<file path="config.mk">
export PLATFORM = sky130hd
export DESIGN_NAME = mem_port_arbiter
export DESIGN_NICKNAME = d
export VERILOG_FILES = /design/src/rtl/mem_port_arbiter.sv
export SDC_FILE = /design/constraint.sdc
export NUM_CORES = 1
export LEC_CHECK = 0
export CAP_MARGIN = 20
export CORE_AREA = 2 2 93 117
export DETAILED_ROUTE_END_ITERATION = 10
export DIE_AREA = 0 0 95 119
export PLACE_DENSITY_LB_ADDON = 0.05
export SLEW_MARGIN = 10
export SYNTH_ARGS = -nofsm -noshare
export SYNTH_HDL_FRONTEND = slang
export SYNTH_SLANG_ARGS = --single-unit
</file>
<file path="constraint.sdc">
create_clock -name clk -period 3.5 [get_ports clk]
set_input_delay 0.35 -clock clk [delete_from_list [all_inputs] [get_ports clk]]
set_output_delay 0.35 -clock clk [all_outputs]
set_load 0.03 [all_outputs]
</file>
<file path="src/rtl/mem_port_arbiter.sv">
// Single-port memory arbiter for load/store (D), instruction fetch (I) and program loader (L).
// One transaction at a time. D has fixed priority, and I/L alternate round-robin.
module mem_port_arbiter #(
    parameter int AW      = 10,
    parameter int DW      = 32,
    parameter int TIMEOUT = 16
) (
    input  logic          clk,
    input  logic          rst_n,
    input  logic          halt,
    input  logic          d_req,
    input  logic          d_we,
    input  logic [AW-1:0] d_addr,
    input  logic [DW-1:0] d_wdata,
    input  logic          i_req,
    input  logic [AW-1:0] i_addr,
    input  logic          l_req,
    input  logic          l_we,
    input  logic [AW-1:0] l_addr,
    input  logic [DW-1:0] l_wdata,
    output logic          d_gnt,
    output logic          i_gnt,
    output logic          l_gnt,
    output logic          d_done,
    output logic          i_done,
    output logic          l_done,
    output logic [DW-1:0] resp_rdata,
    output logic          resp_err,
    output logic          mem_req,
    output logic          mem_we,
    output logic [AW-1:0] mem_addr,
    output logic [DW-1:0] mem_wdata,
    input  logic [DW-1:0] mem_rdata,
    input  logic          mem_ack
);

    typedef enum logic {IDLE, ACCESS} state_t;
    typedef enum logic [1:0] {OWN_D, OWN_I, OWN_L} owner_t;

    localparam logic [7:0] TO_LAST = 8'(TIMEOUT - 1);

    state_t        state_q, state_d;
    owner_t        owner_q, owner_d;
    logic          rr_q, rr_d;          // 0: I favoured, 1: L favoured
    logic [7:0]    cnt_q, cnt_d;
    logic          mem_req_q, mem_req_d;
    logic          mem_we_q, mem_we_d;
    logic [AW-1:0] mem_addr_q, mem_addr_d;
    logic [DW-1:0] mem_wdata_q, mem_wdata_d;
    logic [DW-1:0] rdata_q, rdata_d;
    logic [2:0]    gnt_q, gnt_d;        // {L, I, D}
    logic [2:0]    done_q, done_d;
    logic          err_q, err_d;

    function automatic logic [2:0] owner_oh(input owner_t o);
        case (o)
            OWN_D:   owner_oh = 3'b001;
            OWN_I:   owner_oh = 3'b010;
            OWN_L:   owner_oh = 3'b100;
            default: owner_oh = 3'b000;
        endcase
    endfunction

    always_comb begin
        state_d     = state_q;
        owner_d     = owner_q;
        rr_d        = rr_q;
        cnt_d       = cnt_q;
        mem_req_d   = mem_req_q;
        mem_we_d    = mem_we_q;
        mem_addr_d  = mem_addr_q;
        mem_wdata_d = mem_wdata_q;
        rdata_d     = rdata_q;
        gnt_d       = 3'b000;
        done_d      = 3'b000;
        err_d       = 1'b0;
        case (state_q)
            IDLE: begin
                if (!halt && (d_req || i_req || l_req)) begin
                    if (d_req)
                        owner_d = OWN_D;
                    else if (i_req && (!l_req || !rr_q))
                        owner_d = OWN_I;
                    else
                        owner_d = OWN_L;
                    case (owner_d)
                        OWN_D: begin
                            mem_we_d    = d_we;
                            mem_addr_d  = d_addr;
                            mem_wdata_d = d_wdata;
                        end
                        OWN_I: begin
                            mem_we_d    = 1'b0;
                            mem_addr_d  = i_addr;
                            mem_wdata_d = '0;
                            rr_d        = 1'b1;
                        end
                        default: begin
                            mem_we_d    = l_we;
                            mem_addr_d  = l_addr;
                            mem_wdata_d = l_wdata;
                            rr_d        = 1'b0;
                        end
                    endcase
                    gnt_d     = owner_oh(owner_d);
                    mem_req_d = 1'b1;
                    cnt_d     = '0;
                    state_d   = ACCESS;
                end
            end
            ACCESS: begin
                // An ack on the timeout cycle still counts as a clean completion.
                if (mem_ack) begin
                    mem_req_d = 1'b0;
                    done_d    = owner_oh(owner_q);
                    if (!mem_we_q)
                        rdata_d = mem_rdata;
                    state_d   = IDLE;
                end else if (cnt_q == TO_LAST) begin
                    mem_req_d = 1'b0;
                    done_d    = owner_oh(owner_q);
                    err_d     = 1'b1;
                    state_d   = IDLE;
                end else begin
                    cnt_d = cnt_q + 8'd1;
                end
            end
        endcase
    end

    always_ff @(posedge clk or negedge rst_n) begin
        if (!rst_n) begin
            state_q     <= IDLE;
            owner_q     <= OWN_D;
            rr_q        <= 1'b0;
            cnt_q       <= '0;
            mem_req_q   <= 1'b0;
            mem_we_q    <= 1'b0;
            mem_addr_q  <= '0;
            mem_wdata_q <= '0;
            rdata_q     <= '0;
            gnt_q       <= '0;
            done_q      <= '0;
            err_q       <= 1'b0;
        end else begin
            state_q     <= state_d;
            owner_q     <= owner_d;
            rr_q        <= rr_d;
            cnt_q       <= cnt_d;
            mem_req_q   <= mem_req_d;
            mem_we_q    <= mem_we_d;
            mem_addr_q  <= mem_addr_d;
            mem_wdata_q <= mem_wdata_d;
            rdata_q     <= rdata_d;
            gnt_q       <= gnt_d;
            done_q      <= done_d;
            err_q       <= err_d;
        end
    end

    assign d_gnt      = gnt_q[0];
    assign i_gnt      = gnt_q[1];
    assign l_gnt      = gnt_q[2];
    assign d_done     = done_q[0];
    assign i_done     = done_q[1];
    assign l_done     = done_q[2];
    assign resp_rdata = rdata_q;
    assign resp_err   = err_q;
    assign mem_req    = mem_req_q;
    assign mem_we     = mem_we_q;
    assign mem_addr   = mem_addr_q;
    assign mem_wdata  = mem_wdata_q;

endmodule

</file>
After elaboration in Yosys (flattened, before gate mapping)
Cells that the tools add are included.

Register bits after elaboration: 95. Latch bits: 0. Bits in writable memories: 0. Bits in read-only memories: 0. Input bits: 135. Output and inout port bits: 83. Logic and storage cells: 70. Memories kept: 0.

Add/subtract/negate cells: 1. Multiply operators: 0. Divide/modulo/power cells: 0. $lt $le $gt $ge: 0. Eq/ne operators: 9. Shifts and indexed selects: 0. Mux-type cells: 30. Bitwise operators: 3. Reductions and logical operators: 15.

Operators with widths (number): 32-bit one-hot mux with 2 select lines (1); 8-bit 2-to-1 mux (3); 10-bit one-hot mux with 2 select lines (1); 3-bit one-hot mux with 3 select lines (2); 8-bit one-hot mux with 2 select lines (1); 3-bit 2-to-1 mux (5); 1-bit 2-to-1 mux (9); 3-bit AND reduction (3); 8-bit by 1-bit adder with 8-bit output, second input constant (1); 8-bit by 4-bit == test with 1-bit output, second input constant (1); 2-bit 2-to-1 mux (4); 1-bit one-hot mux with 2 select lines (4); 2-bit != test, second input constant (3); 2-bit by 1-bit == test with 1-bit output, second input constant (2); 2-bit == test, second input constant (2); 2-bit zero test (2); 2-bit AND reduction (2); 1-bit zero test (3); 1-bit logical OR (3); 3-bit by 2-bit != test with 1-bit output, second input constant (1); 1-bit NOT (3); 1-bit logical AND (2).

Logic depth before layout (Yosys ltp)
Word-level depth: 11. Mapped depth: 7. Gate-level depth less buffers: 4.

Least setup slack after synthesis
No wires, ideal clock.

Kind: input to register. Start point: input i_req. End point: register rr_q. Setup time: 128 ps. Data arrival time: 1313 ps. Path slack: 2059 ps. Stages on the path: 4. Cells stage by stage: or3_1 > buf_2 > nand3_2 > mux2_1.

Word-level cells in the longest chain between the ends: 8. Elaborated cells on any way between the ends: 13. Those cells by class: 1 x eq/ne; 5 x mux; 1 x bitwise; 6 x reduce/logical.

RTL lines: start, declared (RTL line 15) `input logic i_req,`; parallel branches: the longest is 8 deep, another holds 2-bit 2-to-1 mux; end signal, assigned (RTL line 148) `rr_q <= rr_d;`; end, declared (RTL line 44) `logic rr_q, rr_d;`.

Several ways; the timed one is not identified. The select of a mux whose other input is x is not followed. A chain may end at the register's enable or synchronous reset.

Final worst setup path
Start point: register state_q. End point: register mem_wdata_q[18], in the netlist mem_wdata[18].

Word-level cells in the longest chain between the ends: 2.

RTL lines: start, declared (RTL line 42) `state_t state_q, state_d;`; start signal, assigned (RTL line 146) `state_q <= state_d;`; 1-bit NOT (no source line); 2-bit AND reduction (no source line); end signal, assigned (RTL line 153) `mem_wdata_q <= mem_wdata_d;`; end, declared (RTL line 49) `logic [DW-1:0] mem_wdata_q, mem_wdata_d;`.

Every way passes these cells.

==> flow_results.xml <==
<?xml version="1.0" encoding="UTF-8"?>
<metrics>
  <group name="synthesis">
    <metric name="netlist.area_leader.share" unit="%">55.23</metric>
    <metric name="synth.mux.area_fraction" unit="%">10.73</metric>
    <metric name="synthesis.area_per_instance" unit="µm²">10.87</metric>
    <metric name="synthDominantAreaCellType" unit="">sky130_fd_sc_hd__dfrtp_1</metric>
    <metric name="synth.yosys.seq_area_share" unit="%">55.23</metric>
    <metric name="synth_simple_gate_area_share" unit="%">13.90</metric>
    <metric name="ys.flop_type" unit="">sky130_fd_sc_hd__dfrtp_1</metric>
    <metric name="netlist_top_cells_area" unit="">sky130_fd_sc_hd__dfrtp_1 (55%), sky130_fd_sc_hd__mux2_2 (8.4%), sky130_fd_sc_hd__a31oi_1 (4.8%)</metric>
    <metric name="ys_types" unit="">47</metric>
    <metric name="flop_and_latch_count_out_of_synthesis" unit="">95</metric>
    <metric name="post_synth_fa_ha_maj_area_fraction" unit="%">0.2907</metric>
    <metric name="ys_warn_count" unit="">0</metric>
    <metric name="synth.net_count" unit="">532</metric>
    <metric name="share_of_the_synthesized_area_in_compound_gates_ao_oa_aoi_oai" unit="%">15.76</metric>
    <metric name="largest_family_of_logic_cells_by_synthesized_area" unit="">compound AO/OA/AOI/OAI gates</metric>
    <metric name="syn_area" unit="mm²">0.004304</metric>
    <metric name="synth_xor_xnor_area_share" unit="%">0</metric>
    <metric name="async_flop_share" unit="%">100.0</metric>
    <metric name="synth_enable_flop_cells" unit="">0</metric>
    <metric name="synthesis.instances" unit="">396</metric>
  </group>
  <group name="global_route">
    <metric name="maximum_number_of_pins_on_one_net_before_global_route_repair" unit="">57</metric>
    <metric name="grt_pass1_wl" unit="µm">19440</metric>
    <metric name="number_of_global_route_vias_before_repair" unit="">3935</metric>
    <metric name="grt_use_total" unit="%">22.16</metric>
    <metric name="initial_antenna_violation_count" unit="">0</metric>
    <metric name="globalRouteOverflowTotal" unit="">0</metric>
  </group>
  <group name="pwr">
    <metric name="clockPowerShare" unit="%">20.2</metric>
    <metric name="sequentialPowerShare" unit="%">35.4</metric>
    <metric name="power_leakage" unit="nW">2.756</metric>
    <metric name="combinationalPowerShare" unit="%">44.5</metric>
    <metric name="switching_share" unit="%">36.93</metric>
    <metric name="power_density" unit="mW/mm²">675.1</metric>
    <metric name="ir_drop_worst_case_vdd" unit="mV">0.3061</metric>
    <metric name="internal_power" unit="mW">2.893</metric>
    <metric name="switchingPower" unit="mW">1.694</metric>
  </group>
  <group name="run_status">
    <metric name="run_status" unit="">finished, final reports clean</metric>
  </group>
  <group name="route">
    <metric name="drtPass1Iterations" unit="">6</metric>
    <metric name="drt-total-wl" unit="µm">12400</metric>
    <metric name="route.vias.total" unit="">3928</metric>
    <metric name="post-route-drc-count" unit="">0</metric>
    <metric name="detail_route.iter0.violations" unit="">224</metric>
    <metric name="vias_per_cell" unit="">5.344</metric>
    <metric name="avgRoutedWirePerCell" unit="µm">16.86</metric>
    <metric name="route.antenna.remaining_nets" unit="">0</metric>
  </group>
  <group name="place">
    <metric name="place.gp.congestion" unit="">0.8311</metric>
    <metric name="place_area" unit="mm²">0.006518</metric>
    <metric name="io_buffer_count" unit="">217</metric>
    <metric name="hpwlAfterDp" unit="µm">8853</metric>
  </group>
  <group name="finish">
    <metric name="fill_cells" unit="">849</metric>
    <metric name="drive_gt1_share" unit="%">10.95</metric>
    <metric name="layout.cells.most_common_list" unit="">sky130_fd_sc_hd__clkdlybuf4s50_1 (215), sky130_fd_sc_hd__dfrtp_1 (95), sky130_fd_sc_hd__a21oi_1 (40), sky130_fd_sc_hd__nand3_1 (40), sky130_fd_sc_hd__nand2_1 (37)</metric>
    <metric name="final_common_cell" unit="">sky130_fd_sc_hd__clkdlybuf4s50_1</metric>
    <metric name="multi_input_area" unit="mm²">0.001750</metric>
    <metric name="layout.area.seq" unit="mm²">0.002377</metric>
    <metric name="design_area" unit="mm²">0.006795</metric>
    <metric name="area_grow_syn2layout" unit="%">57.88</metric>
    <metric name="diode_insertion_count_for_antenna_repair" unit="">0</metric>
    <metric name="layout.nets" unit="">734</metric>
    <metric name="finalCoreUtilization" unit="%">65.64</metric>
  </group>
  <group name="floorplan">
    <metric name="core_region_area" unit="mm²">0.01035</metric>
    <metric name="design.die.area" unit="mm²">0.01131</metric>
    <metric name="fp.dieH" unit="µm">119</metric>
    <metric name="initial_core_utilization" unit="%">41.58</metric>
    <metric name="boundaryPins" unit="">218</metric>
    <metric name="die-width" unit="µm">95</metric>
    <metric name="placementRows" unit="">42</metric>
  </group>
  <group name="cts">
    <metric name="cts_tree" unit="">built</metric>
    <metric name="clk_tree_root_cell" unit="">sky130_fd_sc_hd__clkbuf_16</metric>
    <metric name="cts.clk_slew.worst_paths" unit="ns">0.06</metric>
    <metric name="clock_tree.htree_level_count" unit="">3</metric>
    <metric name="clock_latency_on_the_worst_skew_pair" unit="ns">0.34</metric>
    <metric name="cts.sinks" unit="">95</metric>
    <metric name="cts_buffer_depth" unit="">2</metric>
    <metric name="clock_buffer_count_from_cts" unit="">9</metric>
    <metric name="cts.repair.resized" unit="">0</metric>
    <metric name="postCtsSetupRepairBufs" unit="">0</metric>
    <metric name="cts.hold.buffers_added" unit="">0</metric>
  </group>
  <group name="setup_path">
    <metric name="critical_path_buf_inv_count" unit="">0</metric>
    <metric name="worst_setup_path_end_kind" unit="">flip-flop</metric>
    <metric name="critical-path-max-stage-delay" unit="ns">0.77</metric>
    <metric name="critPathMaxFanout" unit="">39</metric>
    <metric name="setup.worst_path.start_class" unit="">flip-flop</metric>
    <metric name="timing.critical_path.cells" unit="">or2_1, nor2_4, a31oi_1</metric>
    <metric name="cpLargestDelayFamily" unit="">simple AND/OR/NAND/NOR gates</metric>
    <metric name="crit_type" unit="">reg -&gt; reg</metric>
    <metric name="cp-startpoint" unit="">state_q$_DFF_PN0_</metric>
    <metric name="cp_data_arrival_time" unit="ns">2.32</metric>
    <metric name="crit_required" unit="ns">3.67</metric>
    <metric name="worst_r2r_startpoint" unit="">state_q$_DFF_PN0_</metric>
    <metric name="critical_path.slowest_cell" unit="">sky130_fd_sc_hd__nor2_4</metric>
  </group>
  <group name="sta">
    <metric name="setup_viol" unit="">0</metric>
    <metric name="min_period" unit="ns">2.151</metric>
    <metric name="slew_headroom" unit="%">39.60</metric>
    <metric name="grt_setup_unrepaired" unit="">false</metric>
    <metric name="tns" unit="ns">0</metric>
    <metric name="worst-slew-pin-transition" unit="ns">0.9061</metric>
    <metric name="layout_worst_path_cycle_share" unit="%">61.45</metric>
    <metric name="max_fclk" unit="MHz">464.9</metric>
    <metric name="timing.hold.ws" unit="ns">0.06449</metric>
    <metric name="clock_skew" unit="ns">0.004150</metric>
    <metric name="finalHoldViolCount" unit="">0</metric>
    <metric name="final_number_of_max_transition_violations" unit="">0</metric>
  </group>
  <group name="flow_run">
    <metric name="cap_viol_max_count" unit="">0</metric>
  </group>
  <group name="min_path">
    <metric name="worstHoldPathType" unit="">in -&gt; async</metric>
  </group>
</metrics>
-- per-stage QoR --
step	setup slack, ns	instances	power, mW
finish	1.349	735	4.588
global route	1.145	735	4.810
CTS	1.316	735	4.621
detailed placement	1.051	719	3.700
global placement	1.105	719	3.662
floorplan	2.059	396	2.741
-- flip-flops by register name, indices dropped and copies added (netlist names) --
| name | cells |
|---|---|
| mem_addr | 10 |
| done_q | 3 |
| mem_we | 1 |
| owner_q | 2 |
| gnt_q | 3 |
| resp_err | 1 |
| state_q | 1 |
| rr_q | 1 |
| cnt_q | 8 |
| mem_wdata | 32 |
| mem_req | 1 |
| resp_rdata | 32 |
-- layout make-up --
cell class              count  share of cell area, %
repair buffers            224                  32.63
multi-input cells         266                  25.76
clock inverters             3                 0.2578
clock buffers              13                  3.830
well taps                 132                  2.430
flip-flops and latches     95                  34.98
inverters                   2                 0.1105
-- cell usage after synthesis, types with 2 or more instances --
cell type                  instances
sky130_fd_sc_hd__buf_1             7
sky130_fd_sc_hd__nand3_2           2
sky130_fd_sc_hd__clkbuf_1          2
sky130_fd_sc_hd__nor2_4            2
sky130_fd_sc_hd__or3_1             2
sky130_fd_sc_hd__nand2b_1          2
sky130_fd_sc_hd__buf_2            21
sky130_fd_sc_hd__nand2_1          37
sky130_fd_sc_hd__o211ai_1          6
sky130_fd_sc_hd__mux2i_1           9
sky130_fd_sc_hd__o32ai_1           4
sky130_fd_sc_hd__buf_6             2
sky130_fd_sc_hd__inv_1             2
sky130_fd_sc_hd__o31ai_1           7
sky130_fd_sc_hd__mux2_2           32
sky130_fd_sc_hd__a21oi_1          40
sky130_fd_sc_hd__a31oi_1          33
sky130_fd_sc_hd__nand3_1          40
sky130_fd_sc_hd__nor3_1            7
sky130_fd_sc_hd__o21ai_0           6
sky130_fd_sc_hd__o21ai_1          10
sky130_fd_sc_hd__nor2_1            2
sky130_fd_sc_hd__or4_1             3
sky130_fd_sc_hd__dfrtp_1          95
-- power by group through the flow --
| stage | registers [mW] | clock network (mW) | logic, mW |
|---|---|---|---|
| finish | 1.62 | 0.925 | 2.04 |
| global route | 1.66 | 0.987 | 2.16 |
| CTS | 1.62 | 0.937 | 2.06 |
| detailed placement | 1.64 | 0 | 2.06 |
| global placement | 1.62 | 0 | 2.04 |
| floorplan | 2.28 | 0 | 0.465 |
-- layer usage --
layer  GRT usage [%]  vias to the layer above  wire, µm
met4           10.24                        0       374
met3           5.440                       25      1055
met1           27.11                     1858      4897
met2           36.48                      177      6067
li1                -                     1868         -
met5               0                        -         0
-- final timing paths --
| check | end | slack (ns) | cells past startpoint |
|---|---|---|---|
| worst min register to register | done_q[1]$_DFF_PN0_ | 0.50 | 1 |
| worst min-delay path | resp_rdata[16]$_DFFE_PN0P_ | 0.06 | 1 |
| worst max register to register | mem_wdata[18]$_DFFE_PN0P_ | 1.35 | 3 |
| max in group asynchronous | mem_wdata[18]$_DFFE_PN0P_ | 2.42 | 2 |
| min in group clk | done_q[1]$_DFF_PN0_ | 0.50 | 1 |
| worst max-delay path | mem_wdata[18]$_DFFE_PN0P_ | 1.35 | 3 |
-- logic make-up (layout without fill, tap and decap cells) --
logic type / Yosys count / count (layout)
muxes: 42 / 42
and+or+nand+nor: 111 / 111
DFF: 95 / 95
AOI/OAI and AO/OA: 112 / 112
buffers and inverters: 35 / 242
adders and majority gates: 1 / 1
Power figures use the tool's default switching activity.
